`config.mk`:
```
export PLATFORM = sky130hd
export DESIGN_NAME = agnus_sprite_dma_flat
export DESIGN_NICKNAME = d
export VERILOG_FILES = /design/src/rtl/agnus_sprite_dma_if.sv /design/src/rtl/agnus_sprite_dma.sv /design/src/flat_wrapper.sv
export SDC_FILE = /design/constraint.sdc
export NUM_CORES = 1
export LEC_CHECK = 0
export CAP_MARGIN = 15
export CORE_AREA = 3 3 283 285
export CTS_CLUSTER_DIAMETER = 200
export DETAILED_ROUTE_END_ITERATION = 12
export DIE_AREA = 0 0 286 288
export PLACE_DENSITY_LB_ADDON = 0.15
export SLEW_MARGIN = 20
export SYNTH_ARGS = -nofsm -noshare
export SYNTH_HDL_FRONTEND = slang
export SYNTH_SLANG_ARGS = --single-unit
```
`constraint.sdc`:
```
create_clock -name clk -period 10.55 [get_ports clk]
set_input_delay 1.055 -clock clk [delete_from_list [all_inputs] [get_ports clk]]
set_output_delay 1.055 -clock clk [all_outputs]
set_load 0.02 [all_outputs]
```
`src/rtl/agnus_sprite_dma_if.sv`:
```
// Beam, register-bus and chip-bus signals shared between the sprite DMA
// sequencer and the Agnus arbiter/address mux.
interface agnus_sprite_dma_if;
  logic [8:0]  hpos;
  logic [8:0]  vpos;
  logic        vbl_end;
  logic        dmaen;
  logic [8:1]  reg_address_in;
  logic [15:0] data_in;
  logic        dma;
  logic [8:1]  reg_address_out;
  logic [20:1] address_out;

  modport slave (
    input  hpos, vpos, vbl_end, dmaen, reg_address_in, data_in,
    output dma, reg_address_out, address_out
  );

  modport master (
    output hpos, vpos, vbl_end, dmaen, reg_address_in, data_in,
    input  dma, reg_address_out, address_out
  );
endinterface

```
`src/rtl/agnus_sprite_dma.sv`:
```
// Sprite DMA sequencer: owns the eight sprite pointers, snoops SPRxPOS/CTL for
// vertical start/stop and requests the two sprite words per line in the fixed slots.
module agnus_sprite_dma #(
  parameter logic [8:0] SPRPTBASE     = 9'h120,
  parameter logic [8:0] SPRPOSCTLBASE = 9'h140,
  parameter logic [7:0] SPRSLOTSTART  = 8'h15
) (
  input  logic              clk,
  input  logic              reset,
  input  logic              clk7_en,
  agnus_sprite_dma_if.slave bus
);
  typedef enum logic {WAIT = 1'b0, ARMED = 1'b1} spr_state_t;
  typedef enum logic [1:0] {NONE = 2'd0, CTL = 2'd1, DATA = 2'd2} line_mode_t;

  logic [20:1] ptr_r      [8];
  logic [20:1] ptr_nx_s   [8];
  logic [8:0]  vstart_r   [8];
  logic [8:0]  vstart_nx_s[8];
  logic [8:0]  vstop_r    [8];
  logic [8:0]  vstop_nx_s [8];
  spr_state_t  state_r    [8];
  spr_state_t  state_nx_s [8];
  line_mode_t  mode_r     [8];
  line_mode_t  mode_nx_s  [8];

  logic [7:0]  hcc_s;
  logic [7:0]  slot_off_s;
  logic        in_slot_s;
  logic        fetch_cyc_s;
  logic        word1_s;
  logic [2:0]  spr_s;
  line_mode_t  word0_mode_s;
  line_mode_t  cur_mode_s;
  logic [1:0]  ofs_s;
  logic        dma_s;

  logic [7:0]  pt_rel_s;
  logic        pt_hit_s;
  logic [7:0]  pc_rel_s;
  logic        pos_hit_s;
  logic        ctl_hit_s;

  // Slots sit on odd colour clocks; the request is made in the hpos[0]=0 half.
  assign hcc_s       = bus.hpos[8:1];
  assign slot_off_s  = hcc_s - SPRSLOTSTART;
  assign in_slot_s   = hcc_s[0] && (slot_off_s <= 8'd30);
  assign fetch_cyc_s = in_slot_s && !bus.hpos[0];
  assign spr_s       = in_slot_s ? slot_off_s[4:2] : 3'd0;
  assign word1_s     = slot_off_s[1];

  assign pt_rel_s  = bus.reg_address_in - SPRPTBASE[8:1];
  assign pt_hit_s  = (pt_rel_s < 8'd16);
  assign pc_rel_s  = bus.reg_address_in - SPRPOSCTLBASE[8:1];
  assign pos_hit_s = (pc_rel_s < 8'd32) && (pc_rel_s[1:0] == 2'd0);
  assign ctl_hit_s = (pc_rel_s < 8'd32) && (pc_rel_s[1:0] == 2'd1);

  // State register
  always_ff @(posedge clk) begin
    if (reset) begin
      for (int i = 0; i < 8; i++) begin
        ptr_r[i]    <= 20'd0;
        vstart_r[i] <= 9'd0;
        vstop_r[i]  <= 9'd0;
        state_r[i]  <= WAIT;
        mode_r[i]   <= NONE;
      end
    end else begin
      ptr_r    <= ptr_nx_s;
      vstart_r <= vstart_nx_s;
      vstop_r  <= vstop_nx_s;
      state_r  <= state_nx_s;
      mode_r   <= mode_nx_s;
    end
  end

  // Line-mode decision and request decode for the current slot
  always_comb begin
    word0_mode_s = NONE;
    if (!bus.dmaen) begin
      word0_mode_s = NONE;
    end else if (bus.vbl_end) begin
      word0_mode_s = CTL;
    end else if (state_r[spr_s] == ARMED && bus.vpos == vstop_r[spr_s]) begin
      word0_mode_s = CTL;
    end else if (state_r[spr_s] == ARMED) begin
      word0_mode_s = DATA;
    end else if (bus.vpos == vstart_r[spr_s] && vstart_r[spr_s] != vstop_r[spr_s]) begin
      word0_mode_s = DATA;
    end else begin
      word0_mode_s = NONE;
    end

    cur_mode_s = NONE;
    if (reset || !fetch_cyc_s) begin
      cur_mode_s = NONE;
    end else if (word1_s) begin
      cur_mode_s = bus.dmaen ? mode_r[spr_s] : NONE;
    end else begin
      cur_mode_s = word0_mode_s;
    end

    // DATA fetches DATB first so the sprite only arms once both words are loaded.
    ofs_s = 2'd0;
    case (cur_mode_s)
      CTL:     ofs_s = {1'b0, word1_s};
      DATA:    ofs_s = word1_s ? 2'd2 : 2'd3;
      default: ofs_s = 2'd0;
    endcase
  end

  assign dma_s               = (cur_mode_s != NONE);
  assign bus.dma             = dma_s;
  assign bus.reg_address_out = dma_s ? (SPRPOSCTLBASE[8:1] + {3'b000, spr_s, 2'b00} + {6'b000000, ofs_s})
                                     : 8'hFF;
  assign bus.address_out     = ptr_r[spr_s];

  // Next-state: pointer advance, arming, and register-bus snooping
  always_comb begin
    ptr_nx_s    = ptr_r;
    vstart_nx_s = vstart_r;
    vstop_nx_s  = vstop_r;
    state_nx_s  = state_r;
    mode_nx_s   = mode_r;
    if (clk7_en) begin
      if (dma_s) begin
        ptr_nx_s[spr_s] = ptr_r[spr_s] + 20'd1;
      end else begin
        ptr_nx_s[spr_s] = ptr_r[spr_s];
      end
      if (fetch_cyc_s && !word1_s) begin
        mode_nx_s[spr_s] = word0_mode_s;
        if (word0_mode_s == DATA) begin
          state_nx_s[spr_s] = ARMED;
        end else begin
          state_nx_s[spr_s] = state_r[spr_s];
        end
      end else if (fetch_cyc_s) begin
        mode_nx_s[spr_s] = NONE;
      end else begin
        mode_nx_s[spr_s] = mode_r[spr_s];
      end
      // A pointer write overrides this cycle's increment.
      if (pt_hit_s && pt_rel_s[0]) begin
        ptr_nx_s[pt_rel_s[3:1]] = {ptr_r[pt_rel_s[3:1]][20:16], bus.data_in[15:1]};
      end else if (pt_hit_s) begin
        ptr_nx_s[pt_rel_s[3:1]] = {bus.data_in[4:0], ptr_r[pt_rel_s[3:1]][15:1]};
      end else begin
        ptr_nx_s[spr_s] = ptr_nx_s[spr_s];
      end
      if (pos_hit_s) begin
        vstart_nx_s[pc_rel_s[4:2]][7:0] = bus.data_in[15:8];
      end else if (ctl_hit_s) begin
        vstop_nx_s[pc_rel_s[4:2]]     = {bus.data_in[1], bus.data_in[15:8]};
        vstart_nx_s[pc_rel_s[4:2]][8] = bus.data_in[2];
        state_nx_s[pc_rel_s[4:2]]     = WAIT;
      end else begin
        vstop_nx_s[spr_s] = vstop_r[spr_s];
      end
    end else begin
      ptr_nx_s = ptr_r;
    end
  end
endmodule
```
`src/flat_wrapper.sv`:
```
// flat-port wrapper written by rule: the top's interface ports become plain ports
module agnus_sprite_dma_flat 
#(
  parameter logic [8:0] SPRPTBASE     = 9'h120,
  parameter logic [8:0] SPRPOSCTLBASE = 9'h140,
  parameter logic [7:0] SPRSLOTSTART  = 8'h15
)
  (clk, reset, clk7_en, bus_hpos, bus_vpos, bus_vbl_end, bus_dmaen, bus_reg_address_in, bus_data_in, bus_dma, bus_reg_address_out, bus_address_out);
  agnus_sprite_dma_if bus_i ();
  input  logic clk;
  input  logic reset;
  input  logic clk7_en;
  input wire logic [$bits(bus_i.hpos)-1:0] bus_hpos;
  input wire logic [$bits(bus_i.vpos)-1:0] bus_vpos;
  input wire logic [$bits(bus_i.vbl_end)-1:0] bus_vbl_end;
  input wire logic [$bits(bus_i.dmaen)-1:0] bus_dmaen;
  input wire logic [$bits(bus_i.reg_address_in)-1:0] bus_reg_address_in;
  input wire logic [$bits(bus_i.data_in)-1:0] bus_data_in;
  output wire logic [$bits(bus_i.dma)-1:0] bus_dma;
  output wire logic [$bits(bus_i.reg_address_out)-1:0] bus_reg_address_out;
  output wire logic [$bits(bus_i.address_out)-1:0] bus_address_out;
  assign bus_i.hpos = bus_hpos;
  assign bus_i.vpos = bus_vpos;
  assign bus_i.vbl_end = bus_vbl_end;
  assign bus_i.dmaen = bus_dmaen;
  assign bus_i.reg_address_in = bus_reg_address_in;
  assign bus_i.data_in = bus_data_in;
  assign bus_dma = bus_i.dma;
  assign bus_reg_address_out = bus_i.reg_address_out;
  assign bus_address_out = bus_i.address_out;
  agnus_sprite_dma #(.SPRPTBASE(SPRPTBASE), .SPRPOSCTLBASE(SPRPOSCTLBASE), .SPRSLOTSTART(SPRSLOTSTART)) u_core (.clk(clk), .reset(reset), .clk7_en(clk7_en), .bus(bus_i));
endmodule
```
# Word-level counts from Yosys, hierarchy flattened
# Cells that the tools add are included.
[classes] mul=0 reduce_logical=20 add_sub_neg=6 bitwise=9 div_mod_pow=0 n_mux=77 n_eq_ne=7 magnitude_cmp=9 shift=0
[op_table] op="bitwise mux 160 bit" count=5
[op_table] op="2-to-1 mux 160 bit" count=4
[op_table] op="bitwise mux 72 bit" count=4
[op_table] op="2-to-1 mux 72 bit" count=3
[op_table] op="binary-select mux 20 bit (select 3 bit)" count=3
[op_table] op="2-to-1 mux 20 bit" count=8
[op_table] op="demux 20 bit (select 3 bit)" count=2
[op_table] op="demux 9 bit (select 3 bit)" count=4
[op_table] op="2-to-1 mux 9 bit" count=7
[op_table] op="2-to-1 mux 8 bit" count=7
[op_table] op="binary-select mux 9 bit (select 3 bit)" count=2
[op_table] op="bitwise mux 16 bit" count=2
[op_table] op="2-to-1 mux 16 bit" count=2
[op_table] op="2-to-1 mux 2 bit" count=11
[op_table] op="adder 20 x 1 -> 20 bit, second input constant" count=1
[op_table] op="== test 9 bit" count=2
[op_table] op="AND 16 bit" count=1
[op_table] op="NOT 16 bit" count=1
[op_table] op="subtractor 8 bit, second input constant" count=2
[op_table] op=">= comparator 4 bit, second input constant" count=3
[op_table] op="less-than comparator 4 x 1 -> 1 bit, second input constant" count=3
[op_table] op="NOT 3 -> 4 bit" count=3
[op_table] op="logical AND 1 bit" count=11
[op_table] op="!= test 9 bit" count=1
[op_table] op="25 further kinds" count=36
[totals] rom_bits=0 wordCells=168 mem_count=0 mem_bits_rw=0 reg_bits=328 output_inout_bits=29 latch_bits=0 in_bits=47

# Depth between registers and ports, before layout
# Gate-level depths: netlist (run 1).
[depth] word_depth=26 mapped_depth=23 ltp_nobuf=17

# Worst setup path after synthesis (run 1)
# Ideal clock, no wire load.
[synth_path] kind="input-to-output" startpoint="input bus_hpos[1]" endpoint="output bus_reg_address_out[2]" arrival_time_ns=4.547 setup_slack_ns=4.948 path_stages=16 n_path_buf=3 cell_sequence="buf_2 > inv_1 > ha_1 > buf_4 > or3b_1 > a21oi_1 > o21ai_0 > a211oi_1 > a2111oi_4 > xnor2_1 > a2111oi_1 > a31o_4 > o211ai_2 > o41ai_4 > buf_2 > nand2_1"
[synth_via] word_cells_on_any_way=41 cone_classes="add/sub: 3; order compare: 1; eq/ne: 5; mux: 24; bitwise: 1; reduce/logical: 7"
[synth_rtl] element="start: declaration" line="flat_wrapper.sv:13" text="input wire logic [$bits(bus_i.hpos)-1:0] bus_hpos;"
[synth_rtl] element="subtractor 8 x 5 -> 8 bit" line="agnus_sprite_dma.sv:46" text="assign slot_off_s = hcc_s - SPRSLOTSTART;"
[synth_rtl] element="less-or-equal comparator 8 x 5 -> 1 bit" line="agnus_sprite_dma.sv:47" text="assign in_slot_s = hcc_s[0] && (slot_off_s <= 8'd30);"
[synth_rtl] element="logical AND 1 bit" line="agnus_sprite_dma.sv:47"
[synth_rtl] element="2-to-1 mux 3 bit" line="agnus_sprite_dma.sv:49" text="assign spr_s = in_slot_s ? slot_off_s[4:2] : 3'd0;"
[synth_rtl] element="NOT 3 -> 4 bit (not written as such)"
[synth_rtl] element="binary-select mux 9 bit (select 3 bit) (on tied branches)" line="agnus_sprite_dma.sv:88, agnus_sprite_dma.sv:84"
[synth_rtl] element="2-to-1 mux 9 bit (on tied branches) (2 in a row)" line="agnus_sprite_dma.sv:88, agnus_sprite_dma.sv:84"
[synth_rtl] element="== test 9 bit / != test 9 bit (equally long branches)" line="agnus_sprite_dma.sv:88" text="end else if (bus.vpos == vstart_r[spr_s] && vstart_r[spr_s] != vstop_r[spr_s]) begin"
[synth_rtl] element="(+3 left out)"
[synth_rtl] element="2-to-1 mux 2 bit" line="agnus_sprite_dma.sv:84" text="end else if (state_r[spr_s] == ARMED && bus.vpos == vstop_r[spr_s]) begin"
[synth_rtl] element="2-to-1 mux 2 bit" line="agnus_sprite_dma.sv:82" text="end else if (bus.vbl_end) begin"
[synth_rtl] element="2-to-1 mux 2 bit" line="agnus_sprite_dma.sv:80" text="if (!bus.dmaen) begin"
[synth_rtl] element="2-to-1 mux 2 bit" line="agnus_sprite_dma.sv:97" text="end else if (word1_s) begin"
[synth_rtl] element="2-to-1 mux 2 bit *" line="agnus_sprite_dma.sv:95" text="if (reset || !fetch_cyc_s) begin"
[synth_rtl] element="nonzero test 2 bit *" line="agnus_sprite_dma.sv:112" text="assign dma_s = (cur_mode_s != NONE);"
[synth_rtl] element="named net bus_dma" line="flat_wrapper.sv:19" text="output wire logic [$bits(bus_i.dma)-1:0] bus_dma;"
[synth_rtl] element="2-to-1 mux 8 bit *" line="agnus_sprite_dma.sv:114" text="assign bus.reg_address_out = dma_s ? (SPRPOSCTLBASE[8:1] + {3'b000, spr_s, 2'b00} + {6'b000000, ofs_s})"
[synth_rtl] element="end: declaration" line="flat_wrapper.sv:20" text="output wire logic [$bits(bus_i.reg_address_out)-1:0] bus_reg_address_out;"
# The timed path passes the listed nets; every way through them passes the cells marked *. The select of a mux whose other input is x is not followed.

# Worst setup path after layout (run 1)
[layout_path] startpoint="input bus_hpos[1]" endpoint="output bus_reg_address_out[4]"
[layout_via] elab_chain_cells=21 word_cells_on_any_way=41 cone_classes="add/sub: 3; order compare: 1; eq/ne: 5; mux: 24; bitwise: 1; reduce/logical: 7"
[layout_rtl] element="subtractor 8 x 5 -> 8 bit" line="agnus_sprite_dma.sv:46"
[layout_rtl] element="less-or-equal comparator 8 x 5 -> 1 bit" line="agnus_sprite_dma.sv:47"
[layout_rtl] element="logical AND 1 bit" line="agnus_sprite_dma.sv:47"
[layout_rtl] element="2-to-1 mux 3 bit" line="agnus_sprite_dma.sv:49"
[layout_rtl] element="NOT 3 -> 4 bit (not written as such)"
[layout_rtl] element="binary-select mux 9 bit (select 3 bit) (on tied branches)" line="agnus_sprite_dma.sv:88, agnus_sprite_dma.sv:84"
[layout_rtl] element="2-to-1 mux 9 bit (on tied branches) (2 in a row)" line="agnus_sprite_dma.sv:88, agnus_sprite_dma.sv:84"
[layout_rtl] element="== test 9 bit / != test 9 bit (equally long branches)" line="agnus_sprite_dma.sv:88"
[layout_rtl] element="(+4 left out)"
[layout_rtl] element="2-to-1 mux 2 bit" line="agnus_sprite_dma.sv:82"
[layout_rtl] element="2-to-1 mux 2 bit" line="agnus_sprite_dma.sv:80"
[layout_rtl] element="2-to-1 mux 2 bit" line="agnus_sprite_dma.sv:97"
[layout_rtl] element="2-to-1 mux 2 bit" line="agnus_sprite_dma.sv:95"
[layout_rtl] element="== test 2 bit / == test 2 x 1 -> 1 bit (equally long branches)" line="agnus_sprite_dma.sv:105" text="case (cur_mode_s)"
[layout_rtl] element="case mux 2 bit (2 select lines)" line="agnus_sprite_dma.sv:105"
[layout_rtl] element="adder 8 x 2 -> 8 bit" line="agnus_sprite_dma.sv:114"
[layout_rtl] element="2-to-1 mux 8 bit *" line="agnus_sprite_dma.sv:114"
# Mark *: on every way between the ends. The rest lies on a longest branch, timed or not. The select of a mux whose other input is x is not followed.

==> impl_metrics.json, run 1 <==
{
  "drt_first_iter_violations": 3996,
  "grt_pass1_wl_um": 177000,
  "drv_slew": 0,
  "hold_buffers": 0,
  "layout_commonest_cell": "nor2_1",
  "yosysWarningCount": 0,
  "finalHoldViolations": 0,
  "finClkSkew_ps": 25.3,
  "worstMarginPinSlew_ps": 1260,
  "rsz0062_at_grt": "no",
  "grt_overflow_total": 0,
  "rr_endpoint": "u_core.ptr_r[87]$_SDFFE_PP0P_",
  "regToRegSetupSlack_ps": 5560,
  "syn_area_um2": 21700,
  "synth_edf_count": 0,
  "cp_max_fo": 26,
  "period_share_pct": 80.4,
  "synth_area_leaders": "dfxtp_1 30%, nor2_1 7.2%, nand2_1 5.6%",
  "clkSlewWorstSetupHoldPaths_ps": 70,
  "synth.distinct_cells": 105,
  "cts_tree": "built",
  "cts_root_buf": "clkbuf_16",
  "synth_compound_area_share_pct": 31.7,
  "routed-via-count": 25208,
  "status": "complete, no violations",
  "dr_wl_met3_um": 15000,
  "cts_resized": 0,
  "finish.utilization_pct": 32.3,
  "hp-class": "flip-flop to flip-flop",
  "avgSynthCellArea_um2": 7.57,
  "drive_gt1_share_pct": 10.4,
  "grt_max_degree": 173,
  "drc": 0,
  "synthMuxAreaShare_pct": 7.28,
  "postRouteAntennaNets": 0,
  "synth_top_family_by_area": "compound AO/OA/AOI/OAI gates",
  "ioPinCount": 76,
  "synth.ff_latch_count": 328,
  "numCtsBuffers": 43,
  "hold_depth": 2,
  "wl_per_cell_um": 32.4,
  "synth.top_cell.area_share_pct": 30.3,
  "critPathLaunchType": "input pin",
  "cp.required_ps": 9500,
  "pwr_density_cell_nw_per_um2": 133,
  "clockBufferDepth": 3,
  "dr.pass1.iters": 8,
  "wl_met1_um": 52100,
  "wl_met2_um": 52300,
  "fp.dieW_um": 286,
  "grt_util_all_layers_pct": 29.5,
  "dp_hpwl_um": 85700,
  "slew_headroom_pct": 15.9,
  "endpoint_kind": "output pin",
  "top_layer": "met5",
  "die_area_um2": 82400,
  "finalSetupViolCount": 0,
  "clk_latency_ps": 590,
  "postCtsSetupBuffers": 0,
  "synth_xor_area_share_pct": 3.01,
  "h-tree-depth": 2,
  "portBuffers": 73,
  "yosys.area.top_type": "dfxtp_1",
  "finalSetupTns_ps": 0,
  "hold_path_end": "u_core.vstart_r[35]$_SDFFE_PP0P_",
  "timing.fmax_ghz": 0.118,
  "netlist_instances": 2866,
  "yosys.area_share.simple_pct": 21.9,
  "layout_min_cycle_time_ps": 8480,
  "final_cell_mix": "407 x nor2_1, 328 x dfxtp_1, 325 x nand2_1, 198 x a21oi_1, 194 x o21ai_0",
  "ir_drop_mv": 0.105,
  "worstPathArrival_ps": 7430,
  "yosysSeqAreaShare_pct": 30.3,
  "rows": 102,
  "vias_per_cell": 6.44,
  "synth-async-reset-ratio_pct": 0,
  "r2r-start": "u_core.vstop_r[9]$_SDFFE_PP0P_",
  "antenna_found_initial": 5,
  "start_util_pct": 28.0,
  "critPathKind": "input pin to output pin",
  "ys.flop_type": "dfxtp_1",
  "grt_pass1_vias": 23332,
  "synth-adder-area-share_pct": 0.288,
  "worstHoldStart": "u_core.vstart_r[35]$_SDFFE_PP0P_",
  "fin_nets": 2887,
  "maxCapViolations": 0,
  "reg2reg_depth": 15,
  "p_leak_nw": 8.50,
  "core_area_um2": 77600,
  "syn_to_final_growth_pct": 15.3,
  "die_h_um": 288,
  "wl_um": 127000,
  "clock_sinks": 328,
  "place.gp.congestion": 0.977
}
## worst max-delay path: stages
cell and delay [ps]:
clkdlybuf4s50_1 690, inv_1 90, ha_1 350, buf_4 300, nor2b_1 580, or3_1 620, nand2_8 280, nor3_1 410
buf_4 260, and2_1 130, buf_4 320, a211o_1 340, o21ai_0 410, o41ai_4 420, buf_4 430, nand2_1 140
clkdlybuf4s50_1 560
## power by group
part / leakage (nW) / internal, mW / switching (mW)
Clock: 0.707 / 0.894 / 0.627
Sequential: 2.65 / 1.26 / 0.0226
Combinational: 5.14 / 0.140 / 0.382
Total: 8.50 / 2.29 / 1.03
## cell type report
| type | instances | area (µm²) |
|---|---|---|
| diodes | 6 | 15.0 |
| clock buffers | 68 | 1340 |
| clock inverters | 9 | 77.6 |
| fillers | 8351 | 52600 |
| inverters | 45 | 169 |
| multi-input cells | 2245 | 14100 |
| flip-flops and latches | 328 | 6570 |
| well taps | 1040 | 1300 |
| repair buffers | 172 | 1480 |
## registers in the layout, indices dropped and copies added, names as in the netlist
name             flops
u_core.mode_r       16
u_core.vstart_r     72
u_core.ptr_r       160
u_core.state_r       8
u_core.vstop_r      72
## kinds of logic after synthesis
family	after synthesis
mux	134
simple gates	1062
xor+xnor	58
flops	328
compound gates	984
other cells	1
buf+inv	294
fa+ha+maj	5
## cell usage after synthesis (22+ instances only)
cell type  instances
a311oi_1          26
a222oi_1          23
o221ai_1          24
o21ai_0          195
a211oi_1          39
a221oi_1          61
a22o_1            71
nor2b_1           26
o22ai_1           36
nand2_1          325
dfxtp_1          328
clkbuf_1         186
nor3_1            79
buf_2             31
nand3_1           64
nand2b_1          22
a22oi_1          108
a21oi_1          198
nor2_1           416
a31oi_1           29
mux2i_1           98
inv_1             43
## worst max-delay path by stage
| stage | from | end | cells past startpoint |
|---|---|---|---|
| floorplan | bus_hpos[1] | bus_reg_address_out[2] | 16 |
| global placement | bus_hpos[1] | bus_reg_address_out[4] | 17 |
| detailed placement | bus_hpos[1] | bus_reg_address_out[4] | 17 |
| CTS | bus_hpos[1] | bus_reg_address_out[4] | 17 |
| global route | bus_hpos[1] | bus_reg_address_out[4] | 17 |
| finish | bus_hpos[1] | bus_reg_address_out[4] | 17 |
## stage by stage
stage               instances  hold slack [ps]  power (mW)  cell area [µm²]  setup slack [ps]
global route             3908              475        3.40            25000              1930
detailed placement       3829              447        1.80            23600              2280
global placement         3829              444        1.80            23600              2420
floorplan                2867              432        1.59            21700              4950
finish                   3913              458        3.32            25000              2070
CTS                      3906              457        3.32            25000              2260
## per-layer routing
layer / global-route usage (%) / vias up
met5: 0 / -
met4: 15.6 / 2
met3: 7.78 / 380
met2: 42.5 / 1778
met1: 40.0 / 12417
li1: - / 10631
Power figures use the tool's default switching activity.
==> inputs of run 2 (changes only) <==
==> constraint.sdc (replaced) <==
create_clock -name clk -period 8.3 [get_ports clk]
set_input_delay 0.83 -clock clk [delete_from_list [all_inputs] [get_ports clk]]
set_output_delay 0.83 -clock clk [all_outputs]
set_load 0.02 [all_outputs]
==> impl_metrics.json, run 2 (synthesis results as in run 1) <==
{
  "finalSetupViolCount": 0,
  "layout_min_cycle_time_ps": 7670,
  "ir_drop_mv": 0.136,
  "grt_util_all_layers_pct": 29.3,
  "timing.fmax_ghz": 0.130,
  "worstMarginPinSlew_ps": 1230,
  "top_layer": "met5",
  "grt_max_degree": 83,
  "cts_root_buf": "clkbuf_16",
  "hold_buffers": 0,
  "grt_pass1_vias": 23472,
  "place.gp.congestion": 0.956,
  "ioPinCount": 76,
  "routed-via-count": 25291,
  "endpoint_kind": "output pin",
  "internal-power_mw": 2.83,
  "wl_met2_um": 51600,
  "cts_resized": 0,
  "core_area_um2": 77600,
  "reg_top3": "u_core.ptr_r x160, u_core.vstart_r x72, u_core.vstop_r x72",
  "p_leak_nw": 8.62,
  "wl_per_cell_um": 32.0,
  "p_clk_share_pct": 44.5,
  "regMostFlops": "u_core.ptr_r",
  "clockBufferDepth": 3,
  "drive_gt1_share_pct": 11.3,
  "period_share_pct": 92.4,
  "h-tree-depth": 2,
  "die_area_um2": 82400,
  "drt_first_iter_violations": 4088,
  "wl_um": 126000,
  "diodes": 0,
  "fin_nets": 2922,
  "dp_hpwl_um": 87100,
  "cp.required_ps": 7470,
  "postCtsSetupBuffers": 0,
  "largest_reg_flops": 160,
  "clkSlewWorstSetupHoldPaths_ps": 60,
  "rows": 102,
  "setup_ws_ps": 632,
  "antenna_found_initial": 5,
  "maxCapViolations": 0,
  "status": "complete, no violations",
  "post-place-ws_ps": 763,
  "pwr_density_cell_nw_per_um2": 164,
  "grt_pass1_wl_um": 177000,
  "finalSetupTns_ps": 0,
  "start_util_pct": 28.0,
  "clk_latency_ps": 600,
  "fp.dieW_um": 286,
  "die_h_um": 288,
  "worstPathArrival_ps": 6840,
  "slew_headroom_pct": 17.3,
  "final_cell_mix": "409 x nor2_1, 328 x dfxtp_1, 325 x nand2_1, 198 x a21oi_1, 194 x o21ai_0",
  "portBuffers": 73,
  "syn_to_final_growth_pct": 16.0,
  "hp-class": "flip-flop to flip-flop",
  "wl_met1_um": 52500,
  "grt_overflow_total": 0,
  "dr.pass1.iters": 6,
  "p_comb_share_pct": 16.3,
  "cp_max_fo": 25,
  "drv_slew": 0,
  "dr_wl_met3_um": 15200,
  "rsz0062_at_grt": "no",
  "p_sw_mw": 1.31,
  "crit_chain": "clkdlybuf4s50_1 -> inv_1 -> ha_1 -> buf_4 -> nand2b_1 -> a21oi_2 -> and3_1 -> o22a_2 -> o211ai_2 -> a211o_1 -> nor4_1 -> a31oi_1 -> o41ai_4 -> buf_6 -> buf_4 -> nand2_1 -> clkdlybuf4s50_1",
  "numCtsBuffers": 42,
  "p_sw_share_pct": 31.7,
  "cpMaxStageDelayCell": "o41ai_4",
  "finClkSkew_ps": 19.2,
  "hold_depth": 2,
  "critPathMaxStageDelay_ps": 720,
  "critPathKind": "input pin to output pin",
  "postRouteAntennaNets": 0,
  "critPathLaunchType": "input pin",
  "layout_commonest_cell": "nor2_1",
  "reg2reg_depth": 15,
  "drc": 0,
  "finalHoldViolations": 0,
  "clock_sinks": 328,
  "cts_tree": "built",
  "seqPwrFrac_pct": 39.2,
  "vias_per_cell": 6.42
}
[run 2: changes by cell type in the layout (fill, tap and decap cells not counted), moves of 2 or more]
cell | previous run | this run
diode_2 | 6 | 0
clkinvlp_4 | 0 | 3
nor2_1 | 407 | 409
clkinv_2 | 6 | 1
nor2_2 | 9 | 7
buf_4 | 97 | 133
clkbuf_16 | 45 | 42
[run 2: layer usage]
| layer | track usage (%) | up-vias |
|---|---|---|
| met5 | 0 | - |
| met4 | 14.0 | 4 |
| met3 | 7.56 | 348 |
| met2 | 42.4 | 1813 |
| met1 | 40.4 | 12461 |
| li1 | - | 10665 |
[run 2: power by group through the flow]
stage | combinational [mW] | sequential (mW) | clock [mW]
after CTS | 0.650 | 1.62 | 1.86
after global placement | 0.647 | 1.66 | 0
final | 0.674 | 1.62 | 1.84
after floorplan | 0.376 | 1.64 | 0
after global routing | 0.694 | 1.62 | 1.90
after detailed placement | 0.648 | 1.66 | 0
[run 2: worst max-delay path: cells and delay by family]
kind	cells	cell delay [ps]
buf+inv	6	2130
compound gates	6	2150
fa+ha+maj	1	430
simple gates	4	1270
[run 2: layout make-up]
type | count | area, µm²
Clock buffer | 64 | 1260
Timing Repair Buffer | 208 | 1750
Fill cell | 8334 | 52400
Multi-Input combinational cell | 2245 | 14100
Inverter | 45 | 169
Tap cell | 1040 | 1300
Clock inverter | 7 | 61.3
Sequential cell | 328 | 6570
[run 2: worst paths after layout]
kind	start	end	slack [ps]
min reg2reg	u_core.vstart_r[62]$_SDFFE_PP0P_	u_core.vstart_r[62]$_SDFFE_PP0P_	460
max	bus_hpos[1]	bus_reg_address_out[4]	630
max reg2reg	u_core.vstop_r[7]$_SDFFE_PP0P_	u_core.ptr_r[124]$_SDFFE_PP0P_	3750
min	u_core.vstart_r[62]$_SDFFE_PP0P_	u_core.vstart_r[62]$_SDFFE_PP0P_	460
[run 2: per-stage QoR]
step / hold WS, ps / cell area, µm² / power (mW) / util (%) / instances
global placement: 445 / 23800 / 2.30 / 30.7 / 3865
detailed placement: 449 / 23900 / 2.30 / 30.7 / 3866
finish: 457 / 25200 / 4.14 / 32.5 / 3937
global route: 475 / 25200 / 4.22 / 32.5 / 3937
floorplan: 432 / 21700 / 2.02 / - / 2867
CTS: 458 / 25200 / 4.13 / 32.5 / 3937
